[src/rtl/fetch_hazard_ctrl.sv]
// ---------------------------------------------------------------------------
// fetch_hazard_ctrl
//   IF-stage sequencer for the 5-stage MIPS pipeline. Holds fetch through a
//   post-reset boot window, inserts one-cycle load-use stalls, squashes the
//   wrong-path fetch on a taken branch (PCSrc) and freezes fetch on halt_req.
//   Control outputs are a zero-latency combinational decode of state and
//   inputs.
//
//   Optional feature macro: FETCH_PERF_CNT_EN
//     defined     -> saturating stall_cnt / flush_cnt counters are built
//     not defined -> no counter registers, stall_cnt / flush_cnt read 0
// ---------------------------------------------------------------------------
module fetch_hazard_ctrl #(
  parameter int BOOT_CYCLES = 4,
  parameter int CNT_W       = 16
) (
  input  logic             clk,
  input  logic             reset,
  input  logic             PCSrc,
  input  logic             ID_EX_MemRead,
  input  logic [4:0]       ID_EX_rt,
  input  logic [4:0]       IF_ID_rs,
  input  logic [4:0]       IF_ID_rt,
  input  logic             halt_req,
  output logic             pc_write,
  output logic             if_id_write,
  output logic             if_id_flush,
  output logic             id_ex_flush,
  output logic [1:0]       state_o,
  output logic [CNT_W-1:0] stall_cnt,
  output logic [CNT_W-1:0] flush_cnt
);

  // Boot counter is wide enough to hold BOOT_CYCLES itself.
  localparam int BOOT_W = (BOOT_CYCLES > 0) ? $clog2(BOOT_CYCLES + 1) : 1;
  localparam logic [BOOT_W-1:0] BOOT_INIT = BOOT_W'(BOOT_CYCLES);
  localparam logic [BOOT_W-1:0] BOOT_ONE  = BOOT_W'(1);
  localparam logic [BOOT_W-1:0] BOOT_ZERO = BOOT_W'(0);

  typedef enum logic [1:0] {
    ST_BOOT  = 2'd0,
    ST_RUN   = 2'd1,
    ST_STALL = 2'd2,
    ST_HALT  = 2'd3
  } state_t;

  // With an empty boot window the first cycle after reset release must
  // already be RUN, so reset lands directly in RUN in that configuration.
  localparam state_t RESET_STATE = (BOOT_CYCLES == 0) ? ST_RUN : ST_BOOT;

  state_t            state_r;
  state_t            next_state_s;
  logic [BOOT_W-1:0] boot_ctr_r;
  logic              hazard_s;
  logic              pc_write_s;
  logic              if_id_write_s;
  logic              if_id_flush_s;
  logic              id_ex_flush_s;

  // Load-use hazard: a load in EX writes a register the ID instruction reads.
  always_comb begin
    hazard_s = ID_EX_MemRead && (ID_EX_rt != 5'd0) &&
               ((ID_EX_rt == IF_ID_rs) || (ID_EX_rt == IF_ID_rt));
  end

  // State register; reset from any state reruns the whole boot window.
  always_ff @(posedge clk) begin
    if (reset) begin
      state_r <= RESET_STATE;
    end else begin
      state_r <= next_state_s;
    end
  end

  // Boot window countdown, only running while in BOOT.
  always_ff @(posedge clk) begin
    if (reset) begin
      boot_ctr_r <= BOOT_INIT;
    end else if ((state_r == ST_BOOT) && (boot_ctr_r != BOOT_ZERO)) begin
      boot_ctr_r <= boot_ctr_r - BOOT_ONE;
    end else begin
      boot_ctr_r <= boot_ctr_r;
    end
  end

  // Next-state and control decode; RUN priority is PCSrc > hazard > halt_req.
  always_comb begin
    next_state_s  = state_r;
    pc_write_s    = 1'b0;
    if_id_write_s = 1'b0;
    if_id_flush_s = 1'b0;
    id_ex_flush_s = 1'b0;
    if (reset) begin
      next_state_s = RESET_STATE;
    end else begin
      case (state_r)
        ST_BOOT: begin
          // The cycle holding count 1 is the last boot cycle.
          if (boot_ctr_r <= BOOT_ONE) begin
            next_state_s = ST_RUN;
          end else begin
            next_state_s = ST_BOOT;
          end
        end
        ST_RUN: begin
          if (PCSrc) begin
            pc_write_s    = 1'b1;
            if_id_write_s = 1'b1;
            if_id_flush_s = 1'b1;
            id_ex_flush_s = 1'b1;
            if (halt_req) begin
              next_state_s = ST_HALT;
            end else begin
              next_state_s = ST_RUN;
            end
          end else if (hazard_s) begin
            id_ex_flush_s = 1'b1;
            next_state_s  = ST_STALL;
          end else if (halt_req) begin
            next_state_s = ST_HALT;
          end else begin
            pc_write_s    = 1'b1;
            if_id_write_s = 1'b1;
            next_state_s  = ST_RUN;
          end
        end
        ST_STALL: begin
          // Single stall cycle; a halt request waits until RUN.
          pc_write_s    = 1'b1;
          if_id_write_s = 1'b1;
          if (PCSrc) begin
            if_id_flush_s = 1'b1;
            id_ex_flush_s = 1'b1;
          end else begin
            if_id_flush_s = 1'b0;
            id_ex_flush_s = 1'b0;
          end
          next_state_s = ST_RUN;
        end
        ST_HALT: begin
          // Frozen upstream, so a branch here is ignored.
          if (halt_req) begin
            next_state_s = ST_HALT;
          end else begin
            next_state_s = ST_RUN;
          end
        end
        default: begin
          next_state_s = RESET_STATE;
        end
      endcase
    end
  end

  assign pc_write    = pc_write_s;
  assign if_id_write = if_id_write_s;
  assign if_id_flush = if_id_flush_s;
  assign id_ex_flush = id_ex_flush_s;
  assign state_o     = state_r;

`ifdef FETCH_PERF_CNT_EN
  localparam logic [CNT_W-1:0] CNT_ONE = CNT_W'(1);

  logic [CNT_W-1:0] stall_cnt_r;
  logic [CNT_W-1:0] flush_cnt_r;
  logic             stall_inc_s;
  logic             flush_inc_s;

  // Saturating increment: holds at all-ones instead of wrapping.
  function automatic logic [CNT_W-1:0] sat_inc(input logic [CNT_W-1:0] val);
    if (&val) begin
      sat_inc = val;
    end else begin
      sat_inc = val + CNT_ONE;
    end
  endfunction

  // Count events: a stall cycle taken, or a taken-branch flush in RUN/STALL.
  always_comb begin
    stall_inc_s = 1'b0;
    flush_inc_s = 1'b0;
    if (reset) begin
      stall_inc_s = 1'b0;
      flush_inc_s = 1'b0;
    end else begin
      stall_inc_s = (state_r == ST_STALL) && !PCSrc;
      flush_inc_s = PCSrc && ((state_r == ST_RUN) || (state_r == ST_STALL));
    end
  end

  // Performance counter registers.
  always_ff @(posedge clk) begin
    if (reset) begin
      stall_cnt_r <= {CNT_W{1'b0}};
      flush_cnt_r <= {CNT_W{1'b0}};
    end else begin
      if (stall_inc_s) begin
        stall_cnt_r <= sat_inc(stall_cnt_r);
      end else begin
        stall_cnt_r <= stall_cnt_r;
      end
      if (flush_inc_s) begin
        flush_cnt_r <= sat_inc(flush_cnt_r);
      end else begin
        flush_cnt_r <= flush_cnt_r;
      end
    end
  end

  assign stall_cnt = stall_cnt_r;
  assign flush_cnt = flush_cnt_r;
`else
  assign stall_cnt = {CNT_W{1'b0}};
  assign flush_cnt = {CNT_W{1'b0}};
`endif

endmodule

[config.mk]
export PLATFORM = sky130hd
export DESIGN_NAME = fetch_hazard_ctrl
export DESIGN_NICKNAME = d
export VERILOG_FILES = /design/src/rtl/fetch_hazard_ctrl.sv
export SDC_FILE = /design/constraint.sdc
export NUM_CORES = 1
export LEC_CHECK = 0
export ABC_AREA = 1
export BUFFER_PORTS_ARGS = -buffer_cell sky130_fd_sc_hd__buf_2
export CAP_MARGIN = 0
export CELL_PAD_IN_SITES_DETAIL_PLACEMENT = 0
export CELL_PAD_IN_SITES_GLOBAL_PLACEMENT = 1
export CORE_ASPECT_RATIO = 0.9
export CORE_MARGIN = 4
export CORE_UTILIZATION = 26
export DETAILED_ROUTE_END_ITERATION = 16
export MAX_ROUTING_LAYER = met4
export PLACE_DENSITY_LB_ADDON = 0.1
export SYNTH_ARGS = -nofsm -noshare
export SYNTH_HDL_FRONTEND = slang
export SYNTH_SLANG_ARGS = --single-unit
[constraint.sdc]
create_clock -name clk -period 1.37 [get_ports clk]
set_input_delay 0.137 -clock clk [delete_from_list [all_inputs] [get_ports clk]]
set_output_delay 0.137 -clock clk [all_outputs]
set_load 0.01 [all_outputs]
==> impl_metrics.tcl, run 1 <==
set metrics [dict create \
    hold_path_end "state_o[1]$_SDFF_PP0_" \
    r2r_end "boot_ctr_r[2]$_SDFFE_PP1P_" \
    r2r_slack_ns 0.19 \
    first_pass_iters 4 \
    yosysTopAreaCell "buf_4" \
    antenna_cells 0 \
    status "finished with violations" \
    rows 19 \
    grt_max_degree 5 \
    arrival_ns 1.29 \
    ys_types 18 \
    yosysTopAreaCellShare 0.296 \
    syn_to_final_growth_pct 14.2 \
    violations "negative setup slack" \
    synthFlopType "dfxtp_1" \
    fin_crit_ns 1.43 \
    synth_cells 138 \
    top_layer "met3" \
    finalSetupViolations 4 \
    clk_pin_slew_ns 0.05 \
    rsz0062_at_grt "yes" \
    grt_remaining_overflow 0 \
    drt-vias-per-instance 3.56 \
    clock_sinks 5 \
    fillers 357 \
    synthArstFlopShare 0 \
    die_area_um2 4190 \
    drc 0 \
    drt_wl_total_mm 1.73 \
    drv_cap 0 \
    tns_ns -0.168 \
    power_density_nw_per_um2 882 \
    fin_util 0.311 \
    dr_wl_met3_um 195 \
    path_class "reg -> out" \
    drive_above_1_share 0.299 \
    antenna_found_initial 0 \
    avgSynthCellArea_um2 6.06 \
    max_freq_mhz 699 \
    hpwl_mm 1.51 \
    grt_pass1_wl_mm 2.50 \
    setup_slack_ns -0.0598 \
    wl_met1_um 841 \
    gp_congestion 0.731 \
    skew_ns 0.00221 \
    ir_worst_vdd_mv 0.432 \
    slew_viol_final 0 \
    core_um2 3070 \
    hold_violations 0 \
    dieHeight_um 61.8 \
    die_w_um 67.8 \
    synth_seq_cells 5 \
    post-route-period-util 1.04 \
    ctsLongestPathBuffers 2 \
    cts_tree "built" \
    clock_latency_ns 0.24 \
    nets 195 \
    synth_area_leaders "buf_4 (30%), nand2_1 (14%), dfxtp_1 (12%)" \
    wl_met2_um 693 \
    cp_max_fo 3 \
    holdPathStages 3 \
    min_from "halt_req" \
    synth_edf_count 0 \
    leakage_nw 0.590 \
    vias 743 \
    drtIter0Drc 24 \
    track_usage 0.0795 \
    yosysWarnings 0 \
    ios 58 \
    wire_per_inst_um 8.28 \
    port_buffers 25 \
    grt_pass1_vias 572 \
    r2r-start "boot_ctr_r[0]$_SDFFE_PP0P_" \
    cts_root_buf "clkbuf_4" \
    synth_most_common_cell "buf_4" \
    cp-start-kind "flop" \
    start_util 0.273 \
    synth_commonest_cells "buf_4 (33), nand2_1 (32), inv_1 (21), nor2_1 (11), ha_1 (7)" \
    hp-class "in -> reg" \
    cp_data_required_time_ns 1.23 \
    cts_made_buffers 3 \
    h-tree-depth 1 \
    seq_area_frac_synth 0.120 \
    cts_hold_repair.buffers 0 \
    end_kind "output pin" \
    ant_nets 0 \
    synth_area_um2 836 \
    reg2reg_depth 8 \
    finalPower_uw 842 \
]
==> critical path, stage by stage, from the launching register on <==
cell	delay (ns)
dfxtp_2	0.33
inv_2	0.05
ha_4	0.25
inv_2	0.03
nor2_2	0.08
inv_2	0.05
a21oi_2	0.11
buf_2	0.14
==> sequential cells by signal, summed over array words and instances (netlist names) <==
name,count
state_o,2
boot_ctr_r,3
==> report_power, final <==
| group | internal [mW] | switching [mW] | total, mW |
|---|---|---|---|
| registers | 0.197 | 0.0315 | 0.229 |
| logic | 0.163 | 0.277 | 0.439 |
| clock network | 0.110 | 0.0633 | 0.174 |
| total | 0.470 | 0.372 | 0.842 |
==> per-stage QoR <==
step	hold WS (ns)	setup slack [ns]	instances	cell area, um2
6_report	0.151	-0.0598	209	955
5_1_grt	0.176	-0.142	209	955
4_1_cts	0.152	-0.102	209	947
3_5_place_dp	0.414	-0.00454	203	886
3_3_place_gp	0.422	0.0625	203	886
2_1_floorplan	0.269	0.00877	169	956
==> cells by family (layout without fill, tap and decap cells) <==
logic type / count (synthesis) / count (layout) / share of synthesized area
xor gates and xnor gates: 2 / 2 / 0.0210
and+or+nand+nor: 52 / 52 / 0.262
buffers and inverters: 60 / 58 / 0.418
DFF: 5 / 5 / 0.120
other: 1 / 32 / 0.00449
AOI/OAI and AO/OA: 11 / 11 / 0.0704
adders and majority gates: 7 / 7 / 0.105
==> timing repair <==
action | CTS | global route
pin swaps | 3 | 1
setup endpoints to repair | 4 | 4
setup buffers | 2 | 0
gates resized for setup | 7 | 4
==> layout by cell type (no fill, tap or decap), drive strengths merged <==
cell,instances
nand2,33
a21oi,6
buf,27
conb,32
nand3,6
ha,7
o21ai,4
clkbuf,4
nor2,11
clkinv,1
xnor2,2
o2111ai,1
inv,26
nand4,1
dfxtp,5
nor3,1
==> per-layer routing <==
layer,GRT usage,vias to the layer above
li1,-,404
met1,0.119,302
met2,0.115,37
met3,0.0162,0
met4,0,0
met5,-,-
==> final cells by class <==
| class | instances | area [um2] | area share |
|---|---|---|---|
| Timing Repair Buffer | 27 | 140 | 0.147 |
| Sequential cell | 5 | 103 | 0.107 |
| Clock buffer | 4 | 26.3 | 0.0275 |
| Inverter | 27 | 101 | 0.106 |
| Multi-Input combinational cell | 104 | 532 | 0.557 |
| Tap cell | 42 | 52.6 | 0.0550 |
==> worst max-delay path by stage <==
stage                                startpoint          end  cells after the start
final                     state_o[0]$_SDFF_PP0_  if_id_write                      7
after global routing      state_o[0]$_SDFF_PP0_  if_id_write                      7
after CTS                 state_o[0]$_SDFF_PP0_     pc_write                      7
after detailed placement  state_o[0]$_SDFF_PP0_  id_ex_flush                      7
after global placement    state_o[0]$_SDFF_PP0_  id_ex_flush                      7
after floorplan           state_o[0]$_SDFF_PP0_     pc_write                      7
Power figures use the tool's default switching activity.
==> inputs of run 2 (changes only) <==
--- a/config.mk
+++ b/config.mk
@@ -7,7 +7,7 @@
 export LEC_CHECK = 0
 export ABC_AREA = 1
 export BUFFER_PORTS_ARGS = -buffer_cell sky130_fd_sc_hd__buf_2
-export CAP_MARGIN = 0
+export CAP_MARGIN = 20
 export CELL_PAD_IN_SITES_DETAIL_PLACEMENT = 0
 export CELL_PAD_IN_SITES_GLOBAL_PLACEMENT = 1
 export CORE_ASPECT_RATIO = 0.9
==> constraint.sdc (replaced) <==
create_clock -name clk -period 1.6 [get_ports clk]
set_input_delay 0.16 -clock clk [delete_from_list [all_inputs] [get_ports clk]]
set_output_delay 0.16 -clock clk [all_outputs]
set_load 0.01 [all_outputs]
==> run 2 against run 1 <==
Net effect:
- the run now ends clean
- register-to-register slack improved by 0.24 ns
- power fell by 15%
- sequential power is 14% lower
- critical path type unchanged
- critical endpoint is now pc_write
- largest power group unchanged
- highest routed layer is now met4
==> impl_metrics.tcl, run 2 (same netlist as run 1, synthesis figures left out) <==
set metrics [dict create \
    top_register "boot_ctr_r" \
    reg2reg_depth 8 \
    largest_reg_flops 3 \
    finalSetupViolations 0 \
    whs_ns 0.177 \
    ir_worst_vdd_mv 0.328 \
    cts_hold_repair.buffers 0 \
    grt_remaining_overflow 0 \
    post-route-period-util 0.938 \
    hpwl_mm 1.58 \
    clock_sinks 5 \
    slew_viol_final 0 \
    vias 752 \
    grt_pass1_wl_mm 2.50 \
    drt_wl_total_mm 1.76 \
    rows 19 \
    hold_violations 0 \
    drv_cap 0 \
    skew_ns 0.00301 \
    ctsLongestPathBuffers 2 \
    ios 58 \
    start_util 0.273 \
    cp_data_required_time_ns 1.44 \
    grt_max_degree 5 \
    track_usage 0.0811 \
    dieHeight_um 61.8 \
    holdPathStages 3 \
    fin_cells 208 \
    wire_per_inst_um 8.48 \
    cts_tree "built" \
    first_pass_iters 4 \
    drtIter0Drc 26 \
    stdcell_area_um2 945 \
    clock_latency_ns 0.24 \
    cts_made_buffers 3 \
    hp-class "in -> reg" \
    min_from "halt_req" \
    crit_chain "inv_2 > ha_4 > inv_1 > nor2_2 > inv_2 > a21oi_2 > buf_2" \
    antenna_cells 0 \
    rsz0062_at_grt "no" \
    max_freq_mhz 666 \
    r2r_end "boot_ctr_r[2]$_SDFFE_PP1P_" \
    die_area_um2 4190 \
    final_cell_mix "nand2_1 (32), conb_1 (32), buf_2 (25)" \
    drc 0 \
    drt-vias-per-instance 3.62 \
    cts_root_buf "clkbuf_4" \
    drive_above_1_share 0.277 \
    placed_area_um2 882 \
    port_buffers 25 \
    cp_max_fo 4 \
    die_w_um 67.8 \
    fin_crit_ns 1.50 \
    clk_pin_slew_ns 0.04 \
    tns_ns 0 \
    gp_congestion 0.700 \
    core_um2 3070 \
    ant_nets 0 \
    syn_to_final_growth_pct 13.0 \
    cp-start-kind "flop" \
    path_common_cell "inv_2" \
    power_density_nw_per_um2 756 \
    antenna_found_initial 0 \
    path_class "reg -> out" \
    arrival_ns 1.34 \
    leakage_nw 0.586 \
    hold_path_end "state_o[1]$_SDFF_PP0_" \
    r2r_slack_ns 0.43 \
    end_kind "output pin" \
    h-tree-depth 1 \
    max_stage_delay_ns 0.36 \
    critPathSlowestCell "dfxtp_4" \
    dp.cells 203 \
    r2r-start "boot_ctr_r[0]$_SDFFE_PP0P_" \
    grt_pass1_vias 618 \
    status "completed" \
    nets 194 \
]
[run 2: timing repair]
action,CTS,global route
setup buffers,0,1
pin swaps,0,2
resized for setup,2,8
setup endpoints to repair,3,3
cloned,0,0
[run 2: worst max-delay path: cells and delay by family, from the launching register on]
| kind | cells | cell delay, ns |
|---|---|---|
| flip-flops | 1 | 0.36 |
| buffers and inverters | 4 | 0.29 |
| adder cells (fa/ha/maj) | 1 | 0.25 |
| AND/OR/NAND/NOR | 1 | 0.10 |
| AO/OA/AOI/OAI | 1 | 0.10 |
[run 2: final cells by class]
| cell class | instances | area, um2 |
|---|---|---|
| fill | 359 | 2120 |
| multi-input combinational | 104 | 527 |
| timing repair buffer | 26 | 133 |
| sequential | 5 | 105 |
| inverter | 27 | 101 |
| tap | 42 | 52.6 |
| clock buffer | 4 | 26.3 |
[run 2: power breakdown]
part / switching [mW] / internal, mW / total, mW / leakage, nW
registers: 0.0290 / 0.167 / 0.196 / 0.0426
clock network: 0.0513 / 0.0943 / 0.146 / 0.0150
logic: 0.234 / 0.138 / 0.373 / 0.529
total: 0.315 / 0.400 / 0.714 / 0.586
[run 2: layer usage]
layer	routed length, um	track usage
met5	0	-
met4	18	0.0173
met3	206	0.0216
met2	786	0.137
met1	751	0.0969
[run 2: metrics by stage]
| step | setup slack (ns) | utilization | power, mW |
|---|---|---|---|
| 2_1_floorplan | 0.117 | - | 0.504 |
| 3_3_place_gp | 0.275 | 0.288 | 0.536 |
| 3_5_place_dp | 0.224 | 0.288 | 0.547 |
| 4_1_cts | 0.0190 | 0.297 | 0.696 |
| 5_1_grt | 0.00644 | 0.308 | 0.795 |
| 6_report | 0.0986 | 0.308 | 0.714 |
[run 2: how the worst max path moves through the flow]
stage | startpoint | to | slack [ns] | cells after the start
floorplan | state_o[0]$_SDFF_PP0_ | pc_write | 0.12 | 7
global placement | state_o[0]$_SDFF_PP0_ | id_ex_flush | 0.27 | 7
detailed placement | state_o[0]$_SDFF_PP0_ | id_ex_flush | 0.22 | 7
CTS | state_o[0]$_SDFF_PP0_ | id_ex_flush | 0.02 | 7
global route | state_o[1]$_SDFF_PP0_ | id_ex_flush | 0.006 | 7
finish | state_o[1]$_SDFF_PP0_ | pc_write | 0.1 | 7
==> inputs of run 3 (changes only) <==
--- a/config.mk
+++ b/config.mk
@@ -5,7 +5,7 @@
 export SDC_FILE = /design/constraint.sdc
 export NUM_CORES = 1
 export LEC_CHECK = 0
-export ABC_AREA = 1
+export ABC_AREA = 0
 export BUFFER_PORTS_ARGS = -buffer_cell sky130_fd_sc_hd__buf_2
 export CAP_MARGIN = 20
 export CELL_PAD_IN_SITES_DETAIL_PLACEMENT = 0
==> run 3 against run 2 <==
Net effect:
- the run now ends with negative setup slack left
- critical path depth fell by 1
- non-clock buffer count rose by 3
- sequential power barely moved
- via count fell by 15%
- power rose by 23%
- critical endpoint is now if_id_write
- largest cell class unchanged
- largest power group unchanged
==> impl_metrics.tcl, run 3 <==
set metrics [dict create \
    syn_to_final_growth_pct 19.6 \
    track_usage 0.0792 \
    synth_most_common_cell "buf_4" \
    drive_above_1_share 0.367 \
    clock_latency_ns 0.24 \
    critPathSlowestCell "dfxtp_2" \
    final_common_cell "conb_1" \
    switching_share 0.423 \
    crit_chain "inv_4 > ha_4 > nor2b_4 > o2111ai_2 > nand3_1 > buf_2" \
    end_kind "output pin" \
    drc 0 \
    die_area_um2 3930 \
    synthArstFlopShare 0 \
    arrival_ns 1.45 \
    yosysTopAreaCellShare 0.318 \
    status "finished with violations" \
    synth_area_um2 778 \
    power_frac_comb 0.599 \
    synthFlopType "dfxtp_1" \
    h-tree-depth 1 \
    max_freq_mhz 623 \
    synth_area_leaders "buf_4 (32%), dfxtp_1 (13%), ha_1 (11%)" \
    grt_max_degree 7 \
    clk_pin_slew_ns 0.05 \
    final_cell_mix "conb_1 (32), buf_2 (25), xor2_1 (10)" \
    path_class "reg -> out" \
    fin_crit_ns 1.61 \
    antenna_cells 0 \
    ctsLongestPathBuffers 2 \
    finalPower_uw 876 \
    port_buffers 25 \
    p_seq_frac 0.227 \
    synth_seq_cells 5 \
    cp_max_fo 5 \
    p_switching_uw 371 \
    cts_root_buf "clkbuf_4" \
    violations "negative setup slack" \
    dieHeight_um 59.9 \
    cts_made_buffers 3 \
    avgSynthCellArea_um2 8.02 \
    slew_viol_final 0 \
    synth_edf_count 0 \
    drt_wl_total_mm 1.60 \
    cts_tree "built" \
    grt_pass1_vias 557 \
    top_register "boot_ctr_r" \
    skew_ns 0.00414 \
    clock_power_share 0.174 \
    largest_reg_flops 3 \
    hpwl_mm 1.37 \
    synth_cells 97 \
    synth_commonest_cells "buf_4 (33), xor2_1 (10), inv_1 (8), ha_1 (7)" \
    rsz0062_at_grt "yes" \
    clock_sinks 5 \
    seq_area_frac_synth 0.129 \
    post-route-period-util 1.00 \
    grt_pass1_wl_mm 2.32 \
    drtIter0Drc 2 \
    max_stage_delay_ns 0.35 \
    start_util 0.276 \
    vias 636 \
    ios 58 \
    finalSetupViolations 3 \
    gp_congestion 0.679 \
    hold_violations 0 \
    power_density_nw_per_um2 941 \
    grt_remaining_overflow 0 \
    cts_hold_repair.buffers 0 \
    hp-class "in -> reg" \
    nets 156 \
    internal_power_uw 505 \
    antenna_found_initial 0 \
    core_um2 2820 \
    ir_worst_vdd_mv 0.283 \
    die_w_um 65.7 \
    yosysWarnings 0 \
    wire_per_inst_um 9.53 \
    ant_nets 0 \
    drt-vias-per-instance 3.79 \
    yosysTopAreaCell "buf_4" \
    drv_cap 0 \
    fillers 323 \
    ys_types 25 \
    rows 18 \
    setup_slack_ns -0.00520 \
    cp_data_required_time_ns 1.44 \
    leakage_nw 0.485 \
    first_pass_iters 4 \
    tns_ns -0.0114 \
    cp-start-kind "flop" \
]
[run 3: changes by cell type after synthesis, moves of 3 or more]
cell and delta:
nor2_1 -6, nand2_1 -30, a21oi_1 -3, inv_1 -13, xor2_1 +10, inv_2 -5
[run 3: cell type report]
| class | instances | area (um2) | area share |
|---|---|---|---|
| flip-flops and latches | 5 | 103 | 0.110 |
| clock buffers | 4 | 26.3 | 0.0282 |
| repair buffers | 29 | 155 | 0.167 |
| multi-input cells | 82 | 564 | 0.606 |
| well taps | 40 | 50.0 | 0.0538 |
| inverters | 8 | 32.5 | 0.0349 |
[run 3: worst paths after layout]
path              slack (ns)                          to                  startpoint  cells past startpoint
setup / recovery      -0.005                 if_id_write       state_o[1]$_SDFF_PP0_                      6
hold / removal          0.18       state_o[0]$_SDFF_PP0_                       reset                      2
setup reg to reg        0.26  boot_ctr_r[1]$_SDFFE_PP0P_  boot_ctr_r[0]$_SDFFE_PP0P_                      7
hold reg to reg         0.50  boot_ctr_r[2]$_SDFFE_PP1P_  boot_ctr_r[2]$_SDFFE_PP1P_                      1
[run 3: cells by family after synthesis]
group / synth area share
compound gates: 0.140
buf+inv: 0.357
other cells: 0.00482
flops: 0.129
xor+xnor: 0.124
simple gates: 0.133
fa+ha+maj: 0.113
[run 3: metrics by stage]
stage / cell area, um2 / setup slack, ns / utilization / hold slack [ns] / instances
3_3_place_gp: 845 / 0.0765 / 0.300 / 0.434 / 163
5_1_grt: 931 / -0.0876 / 0.331 / 0.195 / 168
3_5_place_dp: 845 / 0.0559 / 0.300 / 0.425 / 163
4_1_cts: 912 / -0.00569 / 0.324 / 0.180 / 167
2_1_floorplan: 895 / 0.0710 / - / 0.229 / 128
6_report: 931 / -0.00520 / 0.331 / 0.184 / 168
[run 3: power groups by stage]
| stage | clock network [mW] | registers (mW) | logic, mW |
|---|---|---|---|
| after global placement | 0 | 0.197 | 0.458 |
| final | 0.152 | 0.199 | 0.525 |
| after floorplan | 0 | 0.203 | 0.380 |
| after CTS | 0.157 | 0.200 | 0.508 |
| after detailed placement | 0 | 0.199 | 0.457 |
| after global routing | 0.175 | 0.207 | 0.599 |
[run 3: layer usage]
metal | vias up | routed length [um] | GRT usage
met5 | - | 0 | -
met4 | 0 | 14 | 0.0355
met3 | 2 | 171 | 0.0188
met2 | 39 | 834 | 0.140
met1 | 280 | 581 | 0.0842
li1 | 315 | - | -
[run 3: repair_timing]
item | in CTS | in global routing
endpoints found under the setup margin | 4 | 3
gates resized for setup | 11 | 3
buffers inserted | 1 | 1
pin swaps | 2 | 1
[run 3: critical path: cells and delay by family (launching register included)]
family / cells / cell delay, ns
and+or+nand+nor: 2 / 0.30
DFF: 1 / 0.35
adders and majority gates: 1 / 0.24
buffers and inverters: 2 / 0.19
AOI/OAI and AO/OA: 1 / 0.12
